**src/rtl/ipm_distributed_fifo_rd_stream_v1_0.sv**
```systemverilog
// ---------------------------------------------------------------------------
// ipm_distributed_fifo_rd_stream_v1_0
//
// Read-side drainer for the distributed async FIFO (read clock domain only).
// Issues fifo_rd_en against a fixed-latency FIFO read port and presents the
// returned words as a valid/ready stream through a small circular skid buffer.
// The buffer has RD_LATENCY+1 entries. That is enough to sustain one beat per
// clock, and back-pressure never drops a word that is still in flight.
//
// Parameters
//   DATA_WIDTH  data width (1..256)
//   RD_LATENCY  clocks from fifo_rd_en to valid fifo_rd_data (1 or 2)
//   LVL_W       width of buf_level (covers 0..RD_LATENCY+1)
//
// Ports
//   rd_clk        read clock
//   rd_rst_n      asynchronous reset, active low
//   fifo_empty    FIFO empty flag
//   fifo_rd_en    FIFO read enable (combinational)
//   fifo_rd_data  FIFO read data, valid RD_LATENCY clocks after fifo_rd_en
//   flush         synchronous flush of the skid buffer and in-flight reads
//   m_valid       output word valid
//   m_ready       downstream accept
//   m_data        output word (skid buffer head entry)
//   buf_level     skid buffer occupancy
//   beat_cnt      accepted-beat counter (only with IPM_FIFO_RD_STREAM_CNT_EN)
//
// Build option: define IPM_FIFO_RD_STREAM_CNT_EN to add the beat_cnt output.
// ---------------------------------------------------------------------------
module ipm_distributed_fifo_rd_stream_v1_0 #(
    parameter  int DATA_WIDTH = 32,
    parameter  int RD_LATENCY = 1,
    localparam int LVL_W      = 2
) (
    input  logic                  rd_clk,
    input  logic                  rd_rst_n,
    input  logic                  fifo_empty,
    output logic                  fifo_rd_en,
    input  logic [DATA_WIDTH-1:0] fifo_rd_data,
    input  logic                  flush,
    output logic                  m_valid,
    input  logic                  m_ready,
    output logic [DATA_WIDTH-1:0] m_data,
    output logic [LVL_W-1:0]      buf_level
`ifdef IPM_FIFO_RD_STREAM_CNT_EN
    ,
    output logic [31:0]           beat_cnt
`endif
);

    localparam int SKID_DEPTH = RD_LATENCY + 1;
    localparam int PTR_W      = 2;
    localparam int MEM_N      = 1 << PTR_W;  // sized to the pointer so any index is legal
    localparam int OCC_W      = 3;

    localparam logic [OCC_W-1:0] SKID_OCC = OCC_W'(SKID_DEPTH);
    localparam logic [LVL_W-1:0] SKID_LVL = LVL_W'(SKID_DEPTH);
    localparam logic [PTR_W-1:0] PTR_LAST = PTR_W'(SKID_DEPTH - 1);

    logic [RD_LATENCY-1:0] inflight_q, inflight_d;
    logic [LVL_W-1:0]      lvl_q, lvl_d;
    logic [PTR_W-1:0]      wr_ptr_q, wr_ptr_d;
    logic [PTR_W-1:0]      rd_ptr_q, rd_ptr_d;
    logic [DATA_WIDTH-1:0] mem_q [MEM_N];
    logic [DATA_WIDTH-1:0] mem_d [MEM_N];
    logic                  cap;
    logic                  pop;
    logic [OCC_W-1:0]      occ;

    assign m_valid   = (lvl_q != '0);
    assign m_data    = mem_q[rd_ptr_q];
    assign buf_level = lvl_q;

    always_comb begin
        cap = inflight_q[RD_LATENCY-1];
        pop = m_valid & m_ready;

        // Occupancy counts buffered words plus words already requested. Each
        // request therefore reserves a slot, so a returning word always fits.
        occ = OCC_W'(lvl_q);
        for (int i = 0; i < RD_LATENCY; i++) begin
            occ = occ + OCC_W'(inflight_q[i]);
        end
        fifo_rd_en = rd_rst_n & ~fifo_empty & ~flush & ((occ - OCC_W'(pop)) < SKID_OCC);

        // The top bit falls off: it is the capture happening this cycle.
        inflight_d = RD_LATENCY'({inflight_q, fifo_rd_en});
        mem_d      = mem_q;
        wr_ptr_d   = wr_ptr_q;
        rd_ptr_d   = rd_ptr_q;
        lvl_d      = lvl_q + LVL_W'(cap) - LVL_W'(pop);

        if (cap) begin
            mem_d[wr_ptr_q] = fifo_rd_data;
            wr_ptr_d        = (wr_ptr_q == PTR_LAST) ? '0 : wr_ptr_q + 1'b1;
        end
        if (pop) begin
            rd_ptr_d = (rd_ptr_q == PTR_LAST) ? '0 : rd_ptr_q + 1'b1;
        end

        // Flush discards buffered words and anything still returning.
        if (flush) begin
            inflight_d = '0;
            lvl_d      = '0;
            wr_ptr_d   = '0;
            rd_ptr_d   = '0;
        end
    end

    always_ff @(posedge rd_clk or negedge rd_rst_n) begin
        if (!rd_rst_n) begin
            inflight_q <= '0;
            lvl_q      <= '0;
            wr_ptr_q   <= '0;
            rd_ptr_q   <= '0;
            for (int i = 0; i < MEM_N; i++) begin
                mem_q[i] <= '0;
            end
        end else begin
            inflight_q <= inflight_d;
            lvl_q      <= lvl_d;
            wr_ptr_q   <= wr_ptr_d;
            rd_ptr_q   <= rd_ptr_d;
            mem_q      <= mem_d;
        end
    end

`ifdef IPM_FIFO_RD_STREAM_CNT_EN
    logic [31:0] beat_cnt_q, beat_cnt_d;

    assign beat_cnt = beat_cnt_q;

    always_comb begin
        beat_cnt_d = beat_cnt_q + 32'(pop);
        if (flush) begin
            beat_cnt_d = '0;
        end
    end

    always_ff @(posedge rd_clk or negedge rd_rst_n) begin
        if (!rd_rst_n) begin
            beat_cnt_q <= '0;
        end else begin
            beat_cnt_q <= beat_cnt_d;
        end
    end
`endif

    // The issue rule reserves a slot per request, so a capture into a full buffer is a design bug.
    a_no_cap_when_full: assert property (@(posedge rd_clk) disable iff (!rd_rst_n)
        !(cap && (lvl_q == SKID_LVL)));

endmodule

```
**config.mk**
```make
export PLATFORM = sky130hd
export DESIGN_NAME = ipm_distributed_fifo_rd_stream_v1_0
export DESIGN_NICKNAME = d
export VERILOG_FILES = /design/src/rtl/ipm_distributed_fifo_rd_stream_v1_0.sv
export SDC_FILE = /design/constraint.sdc
export NUM_CORES = 1
export LEC_CHECK = 0
export BUFFER_PORTS_ARGS = -buffer_cell sky130_fd_sc_hd__buf_4
export CORE_MARGIN = 2
export CORE_UTILIZATION = 52
export DETAILED_ROUTE_END_ITERATION = 10
export GPL_TIMING_DRIVEN = 0
export PLACE_DENSITY = 0.78
export RECOVER_POWER = 100
export REMOVE_ABC_BUFFERS = 1
export SLEW_MARGIN = 10
export SYNTH_ARGS = -nofsm -noshare
export SYNTH_HDL_FRONTEND = slang
export SYNTH_SLANG_ARGS = --single-unit
```
**constraint.sdc**
```tcl
create_clock -name rd_clk -period 1.75 [get_ports rd_clk]
set_input_delay 0.175 -clock rd_clk [delete_from_list [all_inputs] [get_ports rd_clk]]
set_output_delay 0.175 -clock rd_clk [all_outputs]
set_load 0.05 [all_outputs]
```
==> impl_metrics.yaml, run 1 <==
status:
  status: "finished, violations left"
  violations: "hold timing, setup timing"
global_routing:
  grt_pass1_vias: 3759
  grt_pass1_wl_um: 20110
  grt_max_degree: 76
  grt_use_total: 0.2093
  antenna_found_initial: 0
  grt.overflow.total: 0
power_and_ir_drop:
  power_density_nw_per_um2: 1837
  clkPwrFrac: 0.268
  sequentialPowerShare: 0.308
  p_sw_frac: 0.3454
  internal-power_mw: 9.558
  ir_worst_vdd_uv: 1452
  leakagePower_nw: 3.556
  pwr-share-comb: 0.425
  power.switching_mw: 5.042
finish:
  fillers: 742
  area_growth_pct: 29.48
  drive_gt1_frac: 0.6652
  diodes: 0
  layout.nets: 484
  multi_input_area_um2: 2624
  final_area_um2: 7946
  seqCellArea_um2: 3390
sta:
  max_clock_freq_mhz: 367.3
  fin_ws_ns: -0.9723
  skew_ns: 0.006127
  worst_pin_slew_ns: 0.5964
  setup_viol: 35
  setup_tns_ns: -8.659
  period_needed_ns: 2.722
  fin_crit_sh: 1.556
  max_slew_margin: 0.6024
  final_max_slew_viol_count: 0
  finalHoldViolations: 61
  grt_setup_unrepaired: "true"
  holdWs_ns: -0.2608
synth:
  async_flop_share: 1.000
  syn_avg_cell_area_um2: 17.74
  yosys_warnings: 0
  synth.most_common_cell: "dfrtp_1"
  seq_area_frac_synth: 0.5505
  ys.flop_type: "dfrtp_1"
  yosysTopAreaCellShare: 0.5505
  synth_area_um2: 6137
  syn_inst: 346
  synth_area_leaders: "dfrtp_1, mux2_2, mux4_2"
  synth_seq_cells: 135
  yosys-top-cells-count: "dfrtp_1, mux2_2, mux2_4"
  synth-edff-count: 0
  yosys.area.top_type: "dfrtp_1"
  synthDistinctLibCells: 24
worst_setup_path:
  cp_max_fo: 2
  required_ns: 1.57
  critPathCaptureType: "primary output"
  criticalPathCategory: "reg2out"
  arrival_ns: 2.55
  startpoint_type: "flip-flop"
place:
  io_buffers: 72
  dpl_cell_area_um2: 6780
  gp_congestion: 0.6676
  hpwl_um: 6725
  place_ws_ns: -0.5868
detailed_routing:
  post-route-drc-count: 0
  drt_iter0_drc: 145
  wire_per_inst_um: 20.77
  vias_per_cell: 5.600
  dr_total_vias: 3360
  antenna_left: 0
  firstDrtPassIters: 4
  drt-total-wl_um: 12460
clocking:
  clk_path_buf_depth: 2
  clk_latency_ns: 0.41
  cts_max_level: 4
  cts_buffers: 17
  cts_root_buf: "clkbuf_16"
  cts_tree: "yes"
  clock_sinks: 135
  clkTransAtPathRegs_ns: 0.06
run:
  maxCapViolCount: 0
floorplanning:
  dieArea_um2: 12690
  die_height_um: 112.6
  io_pins: 73
  core-area_um2: 11470
  die_w_um: 112.6
  initial_core_util: 0.5352
  rows: 39
hold_path:
  hold_class: "in2async"
==> per-stage QoR <==
| step | instances | util | power, mW |
|---|---|---|---|
| 2_1_floorplan | 323 | - | 8.281 |
| 3_3_place_gp | 538 | 0.5805 | 9.535 |
| 3_5_place_dp | 543 | 0.5913 | 9.751 |
| 4_1_cts | 594 | 0.6836 | 14.49 |
| 5_1_grt | 600 | 0.6930 | 15.25 |
| 6_report | 600 | 0.6930 | 14.60 |
==> cell families (layout without fill, tap and decap cells) <==
logic type	Yosys count	in the layout	share of synthesized area
AO/OA/AOI/OAI	3	3	0.003262
XOR/XNOR	2	2	0.002855
adder cells (fa/ha/maj)	3	3	0.007339
buffers and inverters	28	138	0.03568
flip-flops	135	135	0.5505
multiplexers	161	161	0.3786
AND/OR/NAND/NOR	14	15	0.02182
==> power groups by stage <==
stage	clock network [mW]	logic (mW)	registers [mW]
after floorplan	0	3.76	4.52
after global placement	0	4.95	4.58
after detailed placement	0	5.16	4.59
after CTS	3.96	6.04	4.50
after global routing	4.14	6.50	4.61
final	3.91	6.20	4.49
==> layout by cell type, fill, tap and decap left out, types with 2 or more instances in the layout <==
cell type / netlist / routed
buf_12: 0 / 5
buf_16: 0 / 4
buf_4: 3 / 48
buf_6: 13 / 30
buf_8: 0 / 8
bufinv_16: 0 / 5
clkbuf_1: 3 / 2
clkbuf_16: 0 / 17
clkinv_2: 0 / 2
clkinv_4: 0 / 2
clkinvlp_4: 0 / 3
dfrtp_1: 135 / 130
dfrtp_2: 0 / 3
dfrtp_4: 0 / 2
dlygate4sd3_1: 0 / 6
inv_1: 5 / 4
mux2_2: 85 / 85
mux2_4: 40 / 44
mux4_2: 32 / 32
nand2b_1: 2 / 2
nand3_4: 1 / 2
nand3b_4: 2 / 2
nor2_1: 2 / 2
nor2b_1: 3 / 2
==> final timing paths <==
path | from | to | slack, ns | depth (start not counted)
max | buf_level[1] | fifo_rd_en | -0.97 | 7
min | rd_rst_n | mem_q[125] | -0.26 | 1
min reg2reg | mem_q[55] | mem_q[55] | 0.50 | 1
max in group asynchronous | rd_rst_n | rd_ptr_q[0] | 1.20 | 2
max reg2reg | buf_level[1] | cap | -0.20 | 7
min in group rd_clk | fifo_rd_data[28] | mem_q[28] | 0.02 | 2
==> state kept, by name (all words and copies together) (netlist names) <==
name	count
buf_level	2
cap	1
wr_ptr_q	2
rd_ptr_q	2
mem_q	128
==> layer usage <==
metal,global-route usage,vias up,share of wire
met1,0.2837,1789,0.44
met2,0.3253,75,0.51
li1,-,1484,-
met5,0,-,0
met4,0.06341,0,0.012
met3,0.06911,12,0.041
==> final cells by class <==
cell class | count | area share
Clock buffer | 20 | 0.05621
Clock inverter | 12 | 0.02519
Inverter | 5 | 0.002362
Multi-Input combinational cell | 184 | 0.3302
Sequential cell | 135 | 0.4265
Tap cell | 143 | 0.02252
Timing Repair Buffer | 101 | 0.1370
==> what timing repair did <==
item,CTS,global route
endpoints found under the setup margin,104,67
setup buffers,14,5
pin swaps,5,6
gates cloned,2,1
gates resized for setup,50,17
hold endpoints to repair,68,64
hold buffers,3,3
==> worst max-delay path: stages, from the launching register on <==
cell and delay (ns):
dfrtp_1 0.38, o21a_1 0.21, ha_1 0.31, inv_2 0.07
ha_4 0.12, fa_2 0.45, nor4_2 0.33, buf_4 0.26
Note: power is estimated with default switching activity, not from simulation.
==> run 2, diff against run 1 <==
- SETUP_SLACK_MARGIN: default -> 0.5
==> run 2 against run 1 <==
  * The flow still finishes with violations (hold timing, setup timing)
  * Die area unchanged
  * Final area increased by 8.2%
  * Sequential share of layout area fell by 3.3 points
  * Clock skew grew 0.0011 ns
  * Global-route usage is 3.5 points higher
  * First-iteration DRC count increased by 41%
  * Critical path depth did not move
  * Clock power grew 1%
  * Flip-flop and latch count did not move
  * Fmax increased by 2.9%
  * Register-to-register slack worse by 0.17 ns
==> impl_metrics.yaml, run 2 (synthesis gave the netlist of run 1 again) <==
worst_setup_path:
  cp_cell_sequence: "o21a_1, ha_1, inv_2, ha_4, fa_2, nor4_2, buf_4"
  required_ns: 1.57
  cp_max_fo: 2
  criticalPathCategory: "reg2out"
  worst_path_max_delay_cell: "fa_2"
  critPathCaptureType: "primary output"
  startpoint_type: "flip-flop"
  critPathMaxStageDelay_ns: 0.46
  arrival_ns: 2.47
floorplanning:
  initial_core_util: 0.5352
  io_pins: 73
  dieArea_um2: 12690
  core-area_um2: 11470
  die_height_um: 112.6
  rows: 39
  die_w_um: 112.6
global_routing:
  grt_use_total: 0.2446
  grt_pass1_vias: 4071
  antenna_found_initial: 0
  grt.overflow.total: 0
  grt_max_degree: 76
  grt_pass1_wl_um: 23170
detailed_routing:
  firstDrtPassIters: 4
  drt-total-wl_um: 15350
  dr_total_vias: 3549
  drt_iter0_drc: 204
  antenna_left: 0
  post-route-drc-count: 0
  vias_per_cell: 5.660
  wire_per_inst_um: 24.48
clocking:
  clk_latency_ns: 0.41
  clkTransAtPathRegs_ns: 0.06
  cts_buffers: 17
  cts_hold_buf: 1
  clock_sinks: 135
  cts_root_buf: "clkbuf_16"
  cts_tree: "yes"
  cts_max_level: 4
  clk_path_buf_depth: 2
sta:
  finalHoldViolations: 61
  grt_setup_unrepaired: "true"
  max_slew_margin: 0.6058
  period_needed_ns: 2.647
  max_clock_freq_mhz: 377.8
  skew_ns: 0.007180
  final_max_slew_viol_count: 0
  worst_pin_slew_ns: 0.5913
  setup_viol: 35
  holdWs_ns: -0.2608
  fin_crit_sh: 1.512
  setup_tns_ns: -14.61
  fin_ws_ns: -0.8966
hold_path:
  hold_class: "in2async"
finish:
  fillers: 635
  utilization: 0.7497
  final_area_um2: 8597
  layout.nets: 511
  largest_reg_flops: 128
  largest_register: "mem_q"
  area_growth_pct: 40.08
  drive_gt1_frac: 0.6426
  mostFrequentLayoutCell: "dfrtp_1"
  final_cell_mix: "dfrtp_1, mux2_4, buf_6, buf_4, mux4_2"
  diodes: 0
place:
  hpwl_um: 6725
  io_buffers: 72
  place_ws_ns: -0.5868
  gp_congestion: 0.6676
  dpl_cell_area_um2: 6780
power_and_ir_drop:
  power_density_nw_per_um2: 1770
  leakagePower_nw: 4.060
  power.switching_mw: 5.268
  sequentialPowerShare: 0.299
  internal-power_mw: 9.946
  pwr-share-comb: 0.442
  p_sw_frac: 0.3463
  clkPwrFrac: 0.260
  ir_worst_vdd_uv: 1775
status:
  status: "finished, violations left"
  violations: "hold timing, setup timing"
run:
  maxCapViolCount: 0
==> run 2: cell types whose count changed in the layout (fill, tap and decap cells not counted), sizes merged <==
cell / previous run / this run
buf: 95 / 113
clkbuf: 20 / 32
dlygate4sd3: 6 / 1
nand3b: 2 / 4
==> run 2: worst max-delay path, delay by kind of cell (launching register included) <==
family	cells	cell delay, ns
adder cells (fa/ha/maj)	3	0.86
AO/OA/AOI/OAI	1	0.21
flip-flops	1	0.38
AND/OR/NAND/NOR	1	0.29
buffers and inverters	2	0.32
==> run 2: through the flow <==
stage	total power, mW	instances
after global placement	9.535	538
final	15.21	627
after floorplan	8.281	323
after global routing	15.81	627
after CTS	14.90	618
after detailed placement	9.751	543
==> run 2: power groups by stage <==
stage	Clock [mW]	Combinational, mW	Sequential [mW]
global placement	0	4.95	4.58
detailed placement	0	5.16	4.59
CTS	3.96	6.45	4.50
global route	4.14	7.02	4.65
finish	3.95	6.72	4.54
floorplan	0	3.76	4.52
==> run 2: repair_timing <==
action	CTS	global route
buffers inserted	34	6
pin swaps	7	4
endpoints found under the hold margin	66	61
resized for setup	126	57
endpoints found under the setup margin	166	168
gates cloned	8	3
==> run 2: path summary, 6_finish.rpt <==
| check | to | from | depth (start not counted) | slack, ns |
|---|---|---|---|---|
| min | mem_q[36] | rd_rst_n | 1 | -0.26 |
| max reg2reg | cap | buf_level[0] | 8 | -0.37 |
| min reg2reg | mem_q[55] | mem_q[55] | 1 | 0.48 |
| min in group rd_clk | mem_q[81] | fifo_rd_data[17] | 2 | 0 |
| max | fifo_rd_en | buf_level[0] | 7 | -0.90 |
| max in group asynchronous | cap | rd_rst_n | 2 | 1.22 |
==> run 2: layout make-up <==
cell class              count  area, µm²  area share
multi-input cells         186       2890      0.3362
clock buffers              20      446.7     0.05196
flip-flops and latches    135       3381      0.3932
clock inverters            12      200.2     0.02329
well taps                 143      178.9     0.02081
repair buffers            126       1481      0.1723
inverters                   5      18.77    0.002183
==> run 2: layer usage <==
metal,vias up,track usage,part of all wire
met5,-,0,0
met4,0,0.07398,0.015
met3,19,0.06156,0.036
met2,82,0.3988,0.53
met1,1908,0.3272,0.42
li1,1540,-,-
